### src/rtl/im_loader.sv
// ----------------------------------------------------------------------------
// im_loader
//
// Receives a byte stream from a serial receiver and writes it into the
// instruction memory. A session is opened with a one-cycle start pulse.
// The stream format is:
//   - 4 bytes: word count N (big-endian)
//   - N x 4 bytes: instruction words (big-endian). Word k goes to byte
//     address BASE_ADDR + 4*k.
//   - 4 bytes: checksum, only when IM_LOADER_CKSUM_EN is defined. It must
//     equal the modulo-2^32 sum of the N words.
// The session ends in DONE (done=1) or ERR (err=1). Both flags stay set
// until the next start or reset.
//
// Optional feature macro: IM_LOADER_CKSUM_EN
//   defined   -> CKSUM state and running-sum logic are built
//   undefined -> writing the last word goes straight to DONE
//
// Parameters
//   BASE_ADDR  byte address of instruction word 0
//   MAX_WORDS  largest accepted word count
//
// Ports
//   clk       sole clock, rising edge
//   reset     synchronous, active-high reset
//   start     one-cycle pulse that opens a session (honoured only when idle,
//             done or errored)
//   in_data   byte from the serial receiver
//   in_valid  in_data is valid this cycle
//   in_ready  loader accepts a byte (transfer = in_valid & in_ready)
//   we        instruction-memory write strobe, one cycle per word
//   waddr     byte address of the word being written (held between writes)
//   wdata     assembled instruction word (held between writes)
//   busy      session in progress (same as in_ready)
//   done      session completed without error, sticky
//   err       session aborted, sticky
// ----------------------------------------------------------------------------
module im_loader #(
    parameter logic [31:0] BASE_ADDR = 32'h0000_3000,
    parameter int          MAX_WORDS = 4096
) (
    input  logic        clk,
    input  logic        reset,
    input  logic        start,
    input  logic [7:0]  in_data,
    input  logic        in_valid,
    output logic        in_ready,
    output logic        we,
    output logic [31:0] waddr,
    output logic [31:0] wdata,
    output logic        busy,
    output logic        done,
    output logic        err
);

    // The index must be able to hold MAX_WORDS itself, because it is
    // incremented once more after the final word.
    localparam int IDX_W = $clog2(MAX_WORDS + 1);

`ifdef IM_LOADER_CKSUM_EN
    typedef enum logic [2:0] {IDLE, LEN, DATA, CKSUM, DONE, ERR} state_t;
`else
    typedef enum logic [2:0] {IDLE, LEN, DATA, DONE, ERR} state_t;
`endif

    state_t            state;
    state_t            state_nxt;
    logic [1:0]        byte_cnt;
    logic [23:0]       partial;
    logic [IDX_W-1:0]  word_idx;
    logic [IDX_W-1:0]  word_len;
    logic [31:0]       cur_word;
    logic              byte_last;
    logic              len_bad;
    logic              last_word;
    logic              start_ok;
`ifdef IM_LOADER_CKSUM_EN
    logic [31:0]       sum;
`endif

    // The word completed by the current byte. The first three bytes are held
    // in 'partial', and the incoming byte becomes bits [7:0]. This gives
    // big-endian ordering.
    assign cur_word  = {partial, in_data};
    // in_ready is omitted here on purpose. Every state that uses byte_last
    // already has in_ready=1. Leaving it out avoids a loop through the
    // output decode.
    assign byte_last = in_valid && (byte_cnt == 2'd3);
    assign len_bad   = (cur_word == 32'd0) || (cur_word > 32'(MAX_WORDS));
    assign last_word = (word_idx == word_len - IDX_W'(1));
    assign busy      = in_ready;

    // State register.
    always_ff @(posedge clk) begin
        if (reset) begin
            state <= IDLE;
        end else begin
            state <= state_nxt;
        end
    end

    // Next-state decode and state-derived outputs. done/err are sticky
    // simply because DONE/ERR are held until the next start.
    always_comb begin
        state_nxt = state;
        in_ready  = 1'b0;
        done      = 1'b0;
        err       = 1'b0;
        start_ok  = 1'b0;
        unique case (state)
            IDLE, DONE, ERR: begin
                done = (state == DONE);
                err  = (state == ERR);
                if (start) begin
                    start_ok  = 1'b1;
                    state_nxt = LEN;
                end
            end
            LEN: begin
                in_ready = 1'b1;
                if (byte_last) begin
                    state_nxt = len_bad ? ERR : DATA;
                end
            end
            DATA: begin
                in_ready = 1'b1;
                if (byte_last && last_word) begin
`ifdef IM_LOADER_CKSUM_EN
                    state_nxt = CKSUM;
`else
                    state_nxt = DONE;
`endif
                end
            end
`ifdef IM_LOADER_CKSUM_EN
            CKSUM: begin
                in_ready = 1'b1;
                if (byte_last) begin
                    state_nxt = (cur_word == sum) ? DONE : ERR;
                end
            end
`endif
            default: begin
                state_nxt = IDLE;
            end
        endcase
    end

    // Datapath: byte assembly, word count capture, memory write and running
    // sum. A write is registered, so we/waddr/wdata appear in the cycle after
    // the fourth byte of a word. waddr/wdata are not cleared by start; they
    // keep the last written word until the next write.
    always_ff @(posedge clk) begin
        if (reset) begin
            byte_cnt <= 2'd0;
            partial  <= 24'd0;
            word_idx <= '0;
            word_len <= '0;
            we       <= 1'b0;
            waddr    <= 32'd0;
            wdata    <= 32'd0;
`ifdef IM_LOADER_CKSUM_EN
            sum      <= 32'd0;
`endif
        end else begin
            we <= 1'b0;
            if (start_ok) begin
                byte_cnt <= 2'd0;
                partial  <= 24'd0;
                word_idx <= '0;
                word_len <= '0;
`ifdef IM_LOADER_CKSUM_EN
                sum      <= 32'd0;
`endif
            end else if (in_valid && in_ready) begin
                byte_cnt <= byte_cnt + 2'd1;
                partial  <= cur_word[23:0];
                if (byte_cnt == 2'd3) begin
                    if (state == LEN) begin
                        // An out-of-range count is truncated here. That is
                        // harmless because the FSM moves to ERR anyway.
                        word_len <= cur_word[IDX_W-1:0];
                    end
                    if (state == DATA) begin
                        we       <= 1'b1;
                        waddr    <= BASE_ADDR + 32'({word_idx, 2'b00});
                        wdata    <= cur_word;
                        word_idx <= word_idx + IDX_W'(1);
`ifdef IM_LOADER_CKSUM_EN
                        sum      <= sum + cur_word;
`endif
                    end
                end
            end
        end
    end

endmodule

### config.mk
export PLATFORM = sky130hd
export DESIGN_NAME = im_loader
export DESIGN_NICKNAME = d
export VERILOG_FILES = /design/src/rtl/im_loader.sv
export SDC_FILE = /design/constraint.sdc
export NUM_CORES = 1
export LEC_CHECK = 0
export BUFFER_PORTS_ARGS = -buffer_cell sky130_fd_sc_hd__buf_2
export CAP_MARGIN = 10
export CORE_MARGIN = 2
export CORE_UTILIZATION = 62
export CTS_BUF_LIST = sky130_fd_sc_hd__clkbuf_4 sky130_fd_sc_hd__clkbuf_8
export CTS_CLUSTER_DIAMETER = 30
export DETAILED_ROUTE_END_ITERATION = 7
export PLACE_DENSITY = 0.9
export SLEW_MARGIN = 10
export SYNTH_ARGS = -nofsm -noshare
export SYNTH_HDL_FRONTEND = slang
export SYNTH_SLANG_ARGS = --single-unit
### constraint.sdc
create_clock -name clk -period 4.31 [get_ports clk]
set_input_delay 0.2155 -clock clk [delete_from_list [all_inputs] [get_ports clk]]
set_output_delay 0.2155 -clock clk [all_outputs]
set_load 0.02 [all_outputs]
==> flow_metrics.tcl, run 1 <==
set metrics [dict create \
    status "complete, no violations" \
    ys_seq_area_share_pct 45.5 \
    grt.overflow.total 0 \
    cp.arrival_ns 2.32 \
    ys_ff_latch 102 \
    clkTransAtPathRegs_ns 0.10 \
    synth_edf_count 0 \
    required_ns 4.54 \
    finalSetupViolations 0 \
    grt_max_degree 53 \
    finalCritPeriodShare_pct 48.4 \
    port_buffers 62 \
    seq_area_um2 2040 \
    cts_sinks 102 \
    postSynth.asyncResetShare_pct 0 \
    synth-compound-area-share_pct 10.4 \
    place_ws_ns 2.12 \
    hold_violations 0 \
    start_util_pct 62.9 \
    maxSlewHeadroom_pct 50.1 \
    slowest_stage "buf_4" \
    numCtsBuffers 9 \
    die_h_um 89.1 \
    rsz0062_at_grt "no" \
    grt_pass1_vias 3353 \
    layout.nets 588 \
    critPathMaxStageDelay_ns 0.45 \
    synth-xor-area-share_pct 5.65 \
    critPathLaunchType "flip-flop" \
    syn_avg_cell_area_um2 8.51 \
    dpl.cell_count 658 \
    postCtsSetupRepairBufs 0 \
    antenna_found_initial 0 \
    final_cell_area_um2 4960 \
    area_growth_pct 10.4 \
    drv_cap 0 \
    place_congestion 0.930 \
    drive_above_1_share_pct 15.8 \
    layoutNonFillerInstCount 675 \
    track_usage_pct 25.4 \
    n_fill_cell 580 \
    fin_setup_tns_ns 0 \
    cts_tree "yes" \
    dpl_cell_area_um2 4730 \
    n_antenna_cell 0 \
    fin_crit_ns 2.09 \
    crit_buf_inv 1 \
    wirelength_mm 9.87 \
    die_area_um2 7940 \
    drtPass1Iterations 5 \
    h-tree-depth 3 \
    layout_common_cells "103 x nand2_1, 102 x dfxtp_1, 64 x nor2_1" \
    vdd_drop_max_uv 261 \
    crit_family "simple AND/OR/NAND/NOR gates" \
    cts-root-buf "clkbuf_8" \
    synthMuxAreaShare_pct 8.47 \
    min_path_type "primary input to flip-flop" \
    total_power_mw 1.66 \
    clock_latency_ns 0.37 \
    vias 3775 \
    synthAdderAreaFrac_pct 1.39 \
    worstPathCellList "ha_1 > nand2_1 > nor3_4 > buf_4 > nand4_1 > xor2_1 > nor2_1" \
    multiInputGateArea_um2 2210 \
    io_pins 81 \
    drv_slew 0 \
    holdBufCountCts 0 \
    drt_iter0_drc 285 \
    synth_ff_type "dfxtp_1" \
    p_per_area_nw_per_um2 336 \
    clk_path_buf_depth 2 \
    wl_per_cell_um 14.6 \
    rows 31 \
    cts_resized 0 \
    syn_area_um2 4490 \
    cp-end-kind "flip-flop" \
    final_antenna_net_count 0 \
    fmax_ghz 0.479 \
    core_area_um2 7140 \
    tightest_slew_ns 0.746 \
    path_max_fanout 43 \
    synthDistinctLibCells 48 \
    die_w_um 89.1 \
    power.leakage_nw 2.04 \
    dp_hpwl_mm 6.85 \
    synth_top_family_by_area "simple AND/OR/NAND/NOR gates" \
    skew_ns 0.0134 \
    grt_pass1_wl_mm 15.8 \
    finalWorstSetupSlack_ns 2.22 \
    syn_inst 528 \
    route.detailed.drc 0 \
    synth_warnings 0 \
    final_common_cell "nand2_1" \
    critical_path_class "flip-flop to flip-flop" \
    avgViaCountPerCell 5.59 \
    synth_simple_gate_area_share_pct 21.5 \
]
[logic make-up (layout without fill, tap and decap cells)]
kind of cell,count (synthesis),after routing
and+or+nand+nor,218,218
DFF,102,102
AOI/OAI and AO/OA,77,77
buffers and inverters,58,89
muxes,38,38
xor gates and xnor gates,29,29
adders and majority gates,5,5
other,1,18
[worst reg2reg max path: stages, from the launching register on]
cell and delay (ns):
dfxtp_1 0.36, ha_1 0.20, nand2_1 0.17, nor3_4 0.36, buf_4 0.45, nand4_1 0.21
xor2_1 0.17, nor2_1 0.05
[per-layer routing]
layer,share of wire [%],track usage (%)
met5,0,0
met4,1.7,10.6
met3,5.5,3.60
met2,48,40.5
met1,45,34.6
[synthesized netlist by cell type, types with 2 or more instances]
| cell | count | area [µm²] |
|---|---|---|
| nand3_1 | 8 | 40.0 |
| a311oi_1 | 2 | 17.5 |
| and2_1 | 2 | 12.5 |
| nor4_1 | 11 | 68.8 |
| nor3_1 | 6 | 30.0 |
| a21oi_1 | 52 | 260 |
| and3_1 | 2 | 12.5 |
| clkbuf_1 | 20 | 75.1 |
| and3b_1 | 2 | 17.5 |
| ha_1 | 5 | 62.6 |
| inv_1 | 6 | 22.5 |
| o21bai_1 | 2 | 15.0 |
| nand2b_1 | 6 | 37.5 |
| xnor2_1 | 16 | 140 |
| buf_4 | 23 | 173 |
| nor2_1 | 64 | 240 |
| mux2i_1 | 38 | 380 |
| a31oi_1 | 2 | 12.5 |
| dfxtp_1 | 102 | 2040 |
| o211ai_1 | 4 | 30.0 |
| xor2_1 | 13 | 114 |
| nand4_1 | 6 | 37.5 |
| a211oi_1 | 2 | 15.0 |
| nor3_2 | 2 | 20.0 |
| buf_2 | 7 | 35.0 |
| nand2_1 | 103 | 387 |
[report_power, final]
part           internal [mW]  total (mW)  switching (mW)  leakage (nW)
Combinational         0.0203      0.0797          0.0594          1.11
Sequential             0.945       0.951         0.00555         0.822
Clock                  0.294       0.633           0.339         0.105
Total                   1.26        1.66           0.404          2.04
[registers in the layout (all words and copies together) (netlist names)]
name and cells:
state 3, we 1, waddr 14, wdata 32, byte_cnt 2, word_idx 13
word_len 13, partial 24
[stage by stage]
stage | hold WS [ns] | utilization, %
after floorplan | 0.352 | -
after global placement | 0.438 | 66.3
after detailed placement | 0.443 | 66.3
after CTS | 0.110 | 69.3
after global routing | 0.130 | 69.5
final | 0.121 | 69.5
[path summary, 6_finish.rpt]
| path | from | end | slack (ns) | cells past startpoint |
|---|---|---|---|---|
| max | byte_cnt[0] | word_idx[4] | 2.22 | 7 |
| min | in_data[4] | wdata[4] | 0.12 | 3 |
| max reg2reg | byte_cnt[0] | word_idx[4] | 2.22 | 7 |
| min reg2reg | waddr[15] | waddr[15] | 0.45 | 2 |
[final cells by class]
cell class | count | area share, %
inverters | 6 | 0.454
clock inverters | 6 | 1.51
multi-input cells | 385 | 44.5
flip-flops and latches | 102 | 41.2
clock buffers | 10 | 2.78
repair buffers | 67 | 7.09
well taps | 99 | 2.50
Note: power is estimated with default switching activity, not from simulation.
==> run 2: changes to the inputs <==
Settings changed: CORE_UTILIZATION 62 to 58, PLACE_DENSITY 0.9 to 0.86.
Clock period 4.31 ns to 2.14 ns, I/O delays scaled along.
==> run 2 against run 1 <==
  * Via count shrank 1.8%
  * Hold slack worse by 0.11 ns
  * Flip-flop and latch count did not move
  * Largest cell class unchanged
  * Count of clock-buffer cells in the layout decreased by 1
  * Utilization shrank 3.2 points
  * Register-to-register slack got worse by 1.9 ns
  * Setup slack lost 1.9 ns
  * Critical path type unchanged
  * First-iteration DRC count is 35% lower
==> flow_metrics.tcl, run 2 (synthesis gave the netlist of run 1 again) <==
set metrics [dict create \
    largest_reg_flops 32 \
    layout_common_cells "103 x nand2_1, 102 x dfxtp_1, 64 x nor2_1" \
    min_path_type "primary input to flip-flop" \
    fin_crit_ns 1.86 \
    reg_top3 "wdata x32, partial x24, waddr x14" \
    port_buffers 62 \
    holdPathStages 3 \
    postCtsSetupRepairBufs 0 \
    drtPass1Iterations 5 \
    final_antenna_net_count 0 \
    io_pins 81 \
    start_util_pct 59.0 \
    antenna_found_initial 0 \
    finalCritPeriodShare_pct 87.0 \
    p_per_area_nw_per_um2 673 \
    route.detailed.drc 0 \
    numCtsBuffers 9 \
    cp.arrival_ns 2.15 \
    avgViaCountPerCell 5.42 \
    regMostFlops "wdata" \
    layoutNonFillerInstCount 684 \
    vdd_drop_max_uv 500 \
    dpl.cell_count 666 \
    drv_slew 0 \
    drt_iter0_drc 184 \
    r2r_cells 7 \
    worstReg2RegEnd "state[0]" \
    rsz0062_at_grt "no" \
    tightest_slew_ns 0.525 \
    wl_per_cell_um 14.2 \
    wirelength_mm 9.74 \
    maxSlewHeadroom_pct 65.0 \
    clk_path_buf_depth 2 \
    h-tree-depth 3 \
    timing.rr.start "word_len[0]" \
    required_ns 2.43 \
    cts-root-buf "clkbuf_8" \
    critPathLaunchType "flip-flop" \
    status "complete, no violations" \
    clock_latency_ns 0.37 \
    cts_tree "yes" \
    die_area_um2 8460 \
    grt_pass1_wl_mm 16.1 \
    cp-end-kind "flip-flop" \
    fmax_ghz 0.537 \
    clkTransAtPathRegs_ns 0.10 \
    critical_path_class "flip-flop to flip-flop" \
    min_from "in_data[2]" \
    place_congestion 0.844 \
    total_power_mw 3.39 \
    cts_sinks 102 \
    fin_setup_tns_ns 0 \
    track_usage_pct 23.6 \
    n_antenna_cell 0 \
    area_growth_pct 12.2 \
    die_h_um 92 \
    grt_max_degree 38 \
    drv_cap 0 \
    drive_above_1_share_pct 16.3 \
    layout.nets 594 \
    vias 3708 \
    dp_hpwl_mm 6.86 \
    power.leakage_nw 2.08 \
    grt.overflow.total 0 \
    r2r_setup_slack_ns 0.28 \
    finalSetupViolations 0 \
    hold_end "wdata[2]" \
    finalWorstSetupSlack_ns 0.278 \
    hold_violations 0 \
    skew_ns 0.0115 \
    place_ws_ns 0.310 \
    rows 32 \
    path_max_fanout 10 \
    core_area_um2 7610 \
    die_w_um 92 \
    grt_pass1_vias 3342 \
    final_common_cell "nand2_1" \
]
[run 2: cell count changes in the layout (fill, tap and decap cells not counted), moves of 2 or more]
| cell | change |
|---|---|
| dlygate4sd3_1 | +2 |
| clkinv_8 | +3 |
| inv_6 | -2 |
| buf_4 | +4 |
[run 2: how the worst max path moves through the flow]
stage                            from  cells past startpoint       end  slack [ns]
final                     word_len[0]                      7  state[0]        0.28
after global routing      word_len[0]                      7  state[0]        0.09
after CTS                 word_len[0]                      7  state[0]        0.28
after detailed placement  word_len[0]                      7  state[0]        0.31
after global placement    word_len[0]                      7  state[0]        0.38
after floorplan           word_len[0]                      9  state[0]        0.36
[run 2: final cells by class]
| type | count | area, µm² |
|---|---|---|
| Clock buffer | 9 | 124 |
| Clock inverter | 7 | 108 |
| Fill cell | 642 | 2570 |
| Inverter | 6 | 22.5 |
| Multi-Input combinational cell | 385 | 2210 |
| Sequential cell | 102 | 2040 |
| Tap cell | 102 | 128 |
| Timing Repair Buffer | 73 | 410 |
[run 2: layer usage]
layer  part of all wire (%)  track usage, %  vias to the layer above
li1                       -               -                     1837
met1                     46            32.5                     1740
met2                     48            38.2                      118
met3                    4.7            4.60                       13
met4                    1.3            6.34                        0
met5                      0               0                        -
[run 2: worst max-delay path: stages, from the launching register on]
cell	delay, ns
dfxtp_1	0.46
inv_1	0.07
ha_1	0.33
xnor2_1	0.19
a31oi_1	0.11
nor4_2	0.25
o2111ai_1	0.16
o31ai_2	0.22
[run 2: power breakdown]
part | internal (mW) | switching (mW) | total [mW]
Sequential | 1.90 | 0.0118 | 1.92
Clock | 0.582 | 0.728 | 1.31
Combinational | 0.0481 | 0.118 | 0.166
[run 2: what timing repair did]
action | in CTS | in global routing
hold endpoints to repair | 2 | 0
hold buffers | 2 | 0
gates resized for setup | 0 | 0
[run 2: stage by stage]
stage	hold slack [ns]	utilization, %	instance area, µm²
detailed placement	0.397	62.9	4790
floorplan	0.243	-	4560
CTS	0.00450	66.3	5040
global placement	0.389	62.9	4790
finish	0.0151	66.3	5040
global route	0.0109	66.3	5040
